$ cat src/rtl/coherence_bus_ctrl.sv
// Dual-core MSI snooping bus controller over a single-port RAM.
// Optional perf counters: define BUS_PERF_CNT_EN.
module coherence_bus_ctrl #(
  parameter int CPUS   = 2,
  parameter int WORD_W = 32
) (
  input  logic                   CLK,
  input  logic                   nRST,
  input  logic [CPUS-1:0]        iREN,
  input  logic [CPUS*WORD_W-1:0] iaddr,
  input  logic [CPUS-1:0]        dREN,
  input  logic [CPUS-1:0]        dWEN,
  input  logic [CPUS*WORD_W-1:0] daddr,
  input  logic [CPUS*WORD_W-1:0] dstore,
  input  logic [CPUS-1:0]        cctrans,
  input  logic [CPUS-1:0]        ccwrite,
  output logic [CPUS-1:0]        iwait,
  output logic [CPUS*WORD_W-1:0] iload,
  output logic [CPUS-1:0]        dwait,
  output logic [CPUS*WORD_W-1:0] dload,
  output logic [CPUS-1:0]        ccwait,
  output logic [CPUS-1:0]        ccinv,
  output logic [CPUS*WORD_W-1:0] ccsnoopaddr,
  output logic                   ramREN,
  output logic                   ramWEN,
  output logic [WORD_W-1:0]      ramaddr,
  output logic [WORD_W-1:0]      ramstore,
  input  logic [WORD_W-1:0]      ramload,
  input  logic [1:0]             ramstate
`ifdef BUS_PERF_CNT_EN
  ,
  output logic [31:0]            c2c_count,
  output logic [31:0]            ram_access_count
`endif
);

  typedef enum logic [2:0] {
    IDLE, IFETCH, DWB, SNOOP, C2C, DRAM_RD
  } state_e;

  localparam logic [1:0] RAM_ACCESS = 2'd2;

  state_e            state_q, state_d;
  logic              rr_q, rr_d;
  logic              req_q, req_d;
  logic              held_q, held_d;
  logic [WORD_W-1:0] addr_q, addr_d;
  logic              oth;
  logic              acc;
  logic              done;
  logic [CPUS-1:0]   wb_v, sn_v;

  assign oth  = ~req_q;
  assign acc  = (ramstate == RAM_ACCESS);
  assign wb_v = dWEN & ~cctrans;
  assign sn_v = cctrans & (dREN | dWEN);

  function automatic logic [WORD_W-1:0] wsel(
    input logic [CPUS*WORD_W-1:0] v,
    input logic                   i
  );
    return i ? v[2*WORD_W-1:WORD_W] : v[WORD_W-1:0];
  endfunction

  function automatic logic [CPUS*WORD_W-1:0] wput(
    input logic [WORD_W-1:0] w,
    input logic              i
  );
    return i ? {w, {WORD_W{1'b0}}} : {{WORD_W{1'b0}}, w};
  endfunction

  // rr pointer wins a tie inside one request class
  function automatic logic pick(
    input logic [CPUS-1:0] v,
    input logic            rr
  );
    return v[rr] ? rr : ~rr;
  endfunction

  // next-state, grant latch and all bus/cache outputs
  always_comb begin
    state_d     = state_q;
    rr_d        = rr_q;
    req_d       = req_q;
    addr_d      = addr_q;
    held_d      = 1'b0;
    done        = 1'b0;
    iwait       = '1;
    dwait       = '1;
    iload       = '0;
    dload       = '0;
    ccwait      = '0;
    ccinv       = '0;
    ccsnoopaddr = '0;
    ramREN      = 1'b0;
    ramWEN      = 1'b0;
    ramaddr     = '0;
    ramstore    = '0;
    unique case (state_q)
      IDLE: begin
        priority case (1'b1)
          |wb_v: begin
            state_d = DWB;
            req_d   = pick(wb_v, rr_q);
            addr_d  = wsel(daddr, req_d);
          end
          |sn_v: begin
            state_d = SNOOP;
            req_d   = pick(sn_v, rr_q);
            addr_d  = wsel(daddr, req_d);
          end
          |iREN: begin
            state_d = IFETCH;
            req_d   = pick(iREN, rr_q);
            addr_d  = wsel(iaddr, req_d);
          end
          default: ;
        endcase
      end
      IFETCH: begin
        ramREN  = 1'b1;
        ramaddr = addr_q;
        if (acc) begin
          iwait[req_q] = 1'b0;
          iload        = wput(ramload, req_q);
          done         = 1'b1;
        end
      end
      DWB: begin
        ramWEN   = 1'b1;
        ramaddr  = addr_q;
        ramstore = wsel(dstore, req_q);
        if (acc) begin
          dwait[req_q] = 1'b0;
          done         = 1'b1;
        end
      end
      SNOOP: begin
        ccwait[oth] = 1'b1;
        ccinv[oth]  = ccwrite[req_q];
        ccsnoopaddr = wput(addr_q, oth);
        held_d      = 1'b1;
        // the snooped cache gets one full cycle before its answer counts
        if (held_q) begin
          if (ccwrite[oth] && dWEN[oth]) begin
            state_d = C2C;
          end else if (dREN[req_q]) begin
            state_d = DRAM_RD;
          end else begin
            dwait[req_q] = 1'b0;
            done         = 1'b1;
          end
        end
      end
      C2C: begin
        ccwait[oth] = 1'b1;
        ccsnoopaddr = wput(addr_q, oth);
        dload       = wput(wsel(dstore, oth), req_q);
        ramWEN      = 1'b1;
        ramaddr     = wsel(daddr, oth);
        ramstore    = wsel(dstore, oth);
        if (acc) begin
          dwait = '0;
          done  = 1'b1;
        end
      end
      DRAM_RD: begin
        ramREN  = 1'b1;
        ramaddr = addr_q;
        if (acc) begin
          dwait[req_q] = 1'b0;
          dload        = wput(ramload, req_q);
          done         = 1'b1;
        end
      end
      default: state_d = IDLE;
    endcase
    if (done) begin
      state_d = IDLE;
      rr_d    = oth;
    end
  end

  // controller state register
  always_ff @(posedge CLK or negedge nRST) begin
    if (!nRST) begin
      state_q <= IDLE;
      rr_q    <= 1'b0;
      req_q   <= 1'b0;
      held_q  <= 1'b0;
      addr_q  <= '0;
    end else begin
      state_q <= state_d;
      rr_q    <= rr_d;
      req_q   <= req_d;
      held_q  <= held_d;
      addr_q  <= addr_d;
    end
  end

`ifdef BUS_PERF_CNT_EN
  logic [31:0] c2c_q, c2c_d;
  logic [31:0] racc_q, racc_d;
  logic        c2c_hit, ram_hit;

  assign c2c_hit = (state_q == C2C) && acc;
  assign ram_hit = acc && (ramREN || ramWEN);

  // saturating event counters
  always_comb begin
    c2c_d  = c2c_q;
    racc_d = racc_q;
    if (c2c_hit && (c2c_q != '1))
      c2c_d = c2c_q + 32'd1;
    if (ram_hit && (racc_q != '1))
      racc_d = racc_q + 32'd1;
  end

  // counter registers
  always_ff @(posedge CLK or negedge nRST) begin
    if (!nRST) begin
      c2c_q  <= '0;
      racc_q <= '0;
    end else begin
      c2c_q  <= c2c_d;
      racc_q <= racc_d;
    end
  end

  assign c2c_count        = c2c_q;
  assign ram_access_count = racc_q;
`endif

endmodule
$ cat config.mk
export PLATFORM = sky130hd
export DESIGN_NAME = coherence_bus_ctrl
export DESIGN_NICKNAME = d
export VERILOG_FILES = /design/src/rtl/coherence_bus_ctrl.sv
export SDC_FILE = /design/constraint.sdc
export NUM_CORES = 1
export LEC_CHECK = 0
export ABC_AREA = 0
export BUFFER_PORTS_ARGS = -buffer_cell sky130_fd_sc_hd__buf_4
export CORE_AREA = 2 2 194 196
export CTS_CLUSTER_SIZE = 40
export DETAILED_ROUTE_END_ITERATION = 8
export DIE_AREA = 0 0 196 198
export PLACE_DENSITY = 0.52
export SLEW_MARGIN = 15
export SYNTH_ARGS = -nofsm -noshare
export SYNTH_HDL_FRONTEND = slang
export SYNTH_SLANG_ARGS = --single-unit
$ cat constraint.sdc
create_clock -name CLK -period 2.24 [get_ports CLK]
set_input_delay 0.224 -clock CLK [delete_from_list [all_inputs] [get_ports CLK]]
set_output_delay 0.224 -clock CLK [all_outputs]
set_load 0.005 [all_outputs]
==> After elaboration in Yosys (flattened, before gate mapping) <==
Index checks and enable logic that the tools add are counted.
{ "classes": {"eq_ne": 10, "n_reduce_logical": 16, "bitwise": 8, "muxes": 67, "magnitude_cmp": 5} }
{ "ops": {"columns": ["op", "n"], "rows": [
  ["64-bit two-way mux", 6],
  ["32-bit two-way mux", 9],
  ["32-bit one-hot mux with 2 select lines", 2],
  ["64-bit one-hot mux with 2 select lines", 1],
  ["1-bit two-way mux", 29],
  ["3-bit two-way mux", 7],
  ["2-bit two-way mux", 8],
  ["2-bit OR reduction", 7],
  ["3-bit one-hot mux with 3 select lines", 1],
  ["2-bit AND", 3],
  ["3-bit by 2-bit == test with 1-bit output, second input constant", 2],
  ["3-bit == test, second input constant", 2],
  ["1-bit by 2-bit < comparator with 1-bit output, second input constant", 3],
  ["2-bit one-hot mux with 3 select lines", 1],
  ["5-bit != test, second input constant", 1],
  ["4-bit != test, second input constant", 1],
  ["2-bit inverter", 2],
  ["4-bit AND reduction", 1],
  ["4-bit OR reduction", 1],
  ["3-bit by 1-bit == test with 1-bit output, second input constant", 1],
  ["1-bit logical AND", 3],
  ["3-bit zero test", 1],
  ["3-bit != test, second input constant", 1],
  ["3-bit nonzero test", 1],
  ["9 further kinds", 12]
]} }
{ "word_totals": {"output_inout_bits": 266, "elab_cells": 111, "reg_bits": 38, "in_bits": 238} }

==> Longest topological paths before layout <==
{ "logic_depth": {"depth_word": 9, "mapped_depth": 8, "depth_no_buf": 7} }

==> Least setup slack after synthesis <==
OpenSTA, ideal clock, no wires.
{ "synth_path": {"path_type": "reg2out", "from": "register state_q[1]", "to": "output port ccsnoopaddr[10]", "t_required_ns": 2.016, "path_stages_with_launch": 8, "arrival_time_ns": 1.504, "n_path_buf": 3, "slack_ns": 0.512, "path_cell_list": "dfrtp_1 -> buf_2 -> and2b_1 -> nand2b_1 -> buf_2 -> a21oi_2 -> clkbuf_1 -> and2_1"} }
{ "synth_between": {"elab_chain_len": 3, "elab_cells_between_ends": 4, "classes_between": "2 x eq/ne; 1 x mux; 1 x reduce/logical"} }
{ "synth_rtl": {"columns": ["item", "line_no", "rtl"], "rows": [
  ["from (decl)", "43", "state_e state_q, state_d;"],
  ["from (signal assigned)", "193", "state_q <= state_d;"],
  ["3-bit == test or 3-bit by 2-bit == test with 1-bit output (tied branches)", "99", "unique case (state_q)"],
  ["2-bit OR reduction (no line) *", null, null],
  ["64-bit two-way mux *", null, null],
  ["to (decl)", "23", "output logic [CPUS*WORD_W-1:0] ccsnoopaddr,"]
]} }
Mark *: on every way between the ends. The rest lies on a longest branch, timed or not.

==> Worst setup path after layout <==
{ "layout_path": {"from": "register req_q", "to": "output port iload[25]"} }
{ "layout_between": {"elab_chain_len": 3} }
{ "layout_rtl": {"columns": ["item", "line_no", "rtl"], "rows": [
  ["from (decl)", "45", "logic req_q, req_d;"],
  ["from (signal assigned)", "195", "req_q <= req_d;"],
  ["64-bit two-way mux", "69", "return i ? {w, {WORD_W{1'b0}}} : {{WORD_W{1'b0}}, w};"],
  ["64-bit two-way mux", "123", "if (acc) begin"],
  ["64-bit two-way mux", "99", null],
  ["to (decl)", "18", "output logic [CPUS*WORD_W-1:0] iload,"]
]} }
Every way passes these cells.

==> summary.txt <==
result of the run - completed
most common flop cell mapped by yosys - sky130_fd_sc_hd__dfrtp_1
worst skew pair latency - 0.29 ns
cell types with the largest area share after synthesis - sky130_fd_sc_hd__dfrtp_1 (16%), sky130_fd_sc_hd__a221oi_1 (14%), sky130_fd_sc_hd__and2_1 (14%)
#FFs+latches synth - 38
fraction of the mapped netlist area in compound gates - 43.0%
full die area - 38800 um2
startpoint types - register
ratio of cells with drive above 1 in the final layout - 46.8%
share of the synthesized area in the top cell type - 16.0%
worst endpoint required time - 2.02 ns
category of the most critical setup path - reg2out
proportion of synthesized chip area in sequential cells - 16.0%
Pre-antenna DRT Iters - 5
post-route setup TNS - 0 ns
floorplan core area - 37000 um2
Slew Limit Headroom - 31.2%
Worst Setup Slack post-DPL - -0.00619 ns
number of cells in the finished layout apart from fillers - 1750
cell at the root of the clock tree - sky130_fd_sc_hd__clkbuf_16
global placement routability congestion - 0.846
largest net degree at the start of global routing - 67
GRT Overall Usage - 18.5%
CTS H-tree depth - 2
synthesized-area fraction occupied by and/or/nand/nor cells - 27.7%
number of buffers between clock root and the deepest sink - 2
Via-to-Cell Ratio - 5.08
Async SR Flop Fraction - 100%
Yosys Warn Count - 0
final routed wirelength across all metal layers - 38800 um
cell area after technology mapping - 5960 um2
count of port buffers added during placement - 503
class of the tightest hold or removal check - in2reg
count of pins on the block boundary - 504
final worst setup slack - 0.0810 ns
global-route layer with the greatest usage - met2
transition at the pin with the smallest max-transition slack - 1.03 ns
post-layout util - 29.1%
starting density of the core - 16.1%
crit-path most repeated cell - sky130_fd_sc_hd__buf_12
number of sinks driven by the clock tree - 38
Row Count - 71
fraction of met3 tracks used by global routing - 2.79%
final critical delay including setup and external delays - 2.16 ns
crit-path cells - buf_12, nor4_4, buf_12, and2_1, buf_4
share of the cycle needed by the critical path after routing - 96.4%
post-synthesis cell type with the largest combined area - sky130_fd_sc_hd__dfrtp_1
Peak Freq - 463 MHz
number of synthesized flops with an enable pin - 0
antenna viol nets, final - 0
die width - 196 um
Distinct cells, synth - 53
number of pins with negative max-slew slack in the final report - 0
fraction of the mapped netlist area in adder cells - 0%
Tot Pwr - 10.6 mW
maximum clock skew at final layout - 0.0151 ns
largest family of logic cells by synthesized area - compound AO/OA/AOI/OAI gates
mux cell area share after synthesis - 5.38%
Post-Syn Nets - 1037
final hold violations - 0
Pwr per Cell Area - 984 nW/um2
Post-Synth XOR/XNOR Area - 0%
total of max-cap violations - 0
grt met1 use - 21.2%
drt drc - 0
setup-violating endpoint count in the final report - 0
Buf/Inv on CP - 3
critical path endpoint category - output port
post-synthesis instance total - 799
met2 usage - 34.7%
placed wire-length estimate - 30500 um
GR Overflow Total - 0
vias in the first global route - 8314
clock tree from TritonCTS - yes
signal arrival time at the worst endpoint - 1.93 ns
area overhead of the layout relative to synthesis - 80.7%
post-layout net count - 1511
wire length of the first global-routing pass - 54800 um
CTS clk-pin slew, worst paths - 0.07 ns
via count - 8888
initial detailed-routing violation count - 428
Slowest Stage Delay on Critical Path - 0.51 ns
slowest library cell on the worst path - sky130_fd_sc_hd__dfrtp_4
number of buffers created by CTS - 5
maximum vdd drop - 0.000504 V
initial antenna violation count - 2
DR WL/cell - 22.2 um
Synth Area per Inst - 7.46 um2
critical path fanouts, max - 53
largest delay contributor family on the critical path - simple AND/OR/NAND/NOR gates
P_leak - 5.22 nW
vertical die dimension - 198 um
placed insts - 1736
-- cell families (layout without fill, tap and decap cells) --
family	after synthesis	after routing
simple gates	305	305
other cells	0	2
flops	38	38
buf+inv	98	573
mux	32	32
compound gates	326	326
-- Yosys cell counts, types with 2 or more instances --
| cell type | number |
|---|---|
| sky130_fd_sc_hd__and3_1 | 19 |
| sky130_fd_sc_hd__o21a_1 | 2 |
| sky130_fd_sc_hd__a21oi_2 | 2 |
| sky130_fd_sc_hd__o41ai_1 | 6 |
| sky130_fd_sc_hd__a21oi_1 | 21 |
| sky130_fd_sc_hd__nand2b_1 | 5 |
| sky130_fd_sc_hd__nand2b_4 | 2 |
| sky130_fd_sc_hd__a221oi_1 | 95 |
| sky130_fd_sc_hd__a22o_1 | 64 |
| sky130_fd_sc_hd__o21ai_0 | 39 |
| sky130_fd_sc_hd__nor2_2 | 2 |
| sky130_fd_sc_hd__a22oi_1 | 4 |
| sky130_fd_sc_hd__buf_2 | 48 |
| sky130_fd_sc_hd__buf_4 | 8 |
| sky130_fd_sc_hd__nor3_1 | 8 |
| sky130_fd_sc_hd__o22ai_1 | 26 |
| sky130_fd_sc_hd__buf_6 | 2 |
| sky130_fd_sc_hd__dfrtp_1 | 38 |
| sky130_fd_sc_hd__and2b_1 | 2 |
| sky130_fd_sc_hd__clkbuf_1 | 31 |
| sky130_fd_sc_hd__inv_1 | 7 |
| sky130_fd_sc_hd__nor4_2 | 2 |
| sky130_fd_sc_hd__nor2_1 | 60 |
| sky130_fd_sc_hd__or3_1 | 15 |
| sky130_fd_sc_hd__o32a_1 | 2 |
| sky130_fd_sc_hd__and2_1 | 129 |
| sky130_fd_sc_hd__a21o_1 | 11 |
| sky130_fd_sc_hd__nor2b_1 | 4 |
| sky130_fd_sc_hd__o221ai_1 | 12 |
| sky130_fd_sc_hd__o21ai_2 | 2 |
| sky130_fd_sc_hd__a211oi_1 | 26 |
| sky130_fd_sc_hd__nand2_1 | 53 |
| sky130_fd_sc_hd__mux2i_1 | 32 |
-- placed cells by master, fill, tap and decap left out, types with 5 or more instances in the layout --
master                        n
sky130_fd_sc_hd__clkbuf_16    7
sky130_fd_sc_hd__a21o_1      11
sky130_fd_sc_hd__nor3_1       8
sky130_fd_sc_hd__a22o_1      64
sky130_fd_sc_hd__o41ai_1      6
sky130_fd_sc_hd__o21ai_0     39
sky130_fd_sc_hd__dfrtp_1     35
sky130_fd_sc_hd__o221ai_1    12
sky130_fd_sc_hd__and2_1     129
sky130_fd_sc_hd__nand2_1     53
sky130_fd_sc_hd__inv_1        5
sky130_fd_sc_hd__a21oi_1     21
sky130_fd_sc_hd__buf_4      540
sky130_fd_sc_hd__a211oi_1    26
sky130_fd_sc_hd__buf_12      14
sky130_fd_sc_hd__o22ai_1     26
sky130_fd_sc_hd__a221oi_1    94
sky130_fd_sc_hd__or3_1       15
sky130_fd_sc_hd__mux2i_1     32
sky130_fd_sc_hd__nor2_1      60
sky130_fd_sc_hd__and3_1      19
-- worst reg2reg max path, stage by stage (launching register included) --
cell	delay (ns)
sky130_fd_sc_hd__dfrtp_1	0.46
sky130_fd_sc_hd__nand2b_4	0.27
sky130_fd_sc_hd__nand2_1	0.33
sky130_fd_sc_hd__a211oi_1	0.59
sky130_fd_sc_hd__buf_4	0.21
sky130_fd_sc_hd__or3_1	0.09
sky130_fd_sc_hd__a21oi_1	0.06
-- registers in the layout (all words and copies together), names as in the netlist --
name / count
addr_q: 32
held_q: 1
req_q: 1
rr_q: 1
state_q: 3
-- power by group --
group	switching [mW]	internal [mW]
combinational	4.13	3.97
sequential	0.473	1.05
clock	0.329	0.641
total	4.93	5.66
-- repair_timing --
item                                    4_1_cts  5_1_grt
setup buffers                                 0        1
hold buffers                                  1        0
cloned                                        0        2
endpoints found under the hold margin        38        0
resized for setup                             3        4
endpoints found under the setup margin       42       94
pin swaps                                     0        1
-- metrics by stage --
step | area [um2] | hold WS [ns]
2_1_floorplan | 5960 | -0.0716
3_5_place_dp | 10500 | 0.257
4_1_cts | 10700 | 0.252
3_3_place_gp | 10500 | 0.242
5_1_grt | 10800 | 0.269
6_report | 10800 | 0.260
-- layer usage --
metal  vias up  part of all wire, %
met1      4323                   39
met3        51                  6.5
met5         -                    0
li1       4039                    -
met4         0                  3.1
met2       475                   52
-- cell type report --
class	instances	area [um2]
fillers	4000	26200
inverters	7	30.0
clock buffers	5	125
repair buffers	558	4410
multi-input cells	663	4580
diodes	2	5.00
well taps	474	593
clock inverters	3	68.8
flip-flops and latches	38	957
-- path summary, 6_finish.rpt --
kind	startpoint	end	slack [ns]	depth (start not counted)
min	daddr[42]	addr_q[10]	0.26	3
max	req_q	iload[25]	0.08	5
min in group asynchronous	nRST	addr_q[21]	0.47	2
max reg2reg	rr_q	addr_q[15]	0.14	6
max in group asynchronous	nRST	req_q	1.34	2
min reg2reg	addr_q[22]	addr_q[22]	0.54	1
No activity file was read; power rests on OpenSTA's default activity.
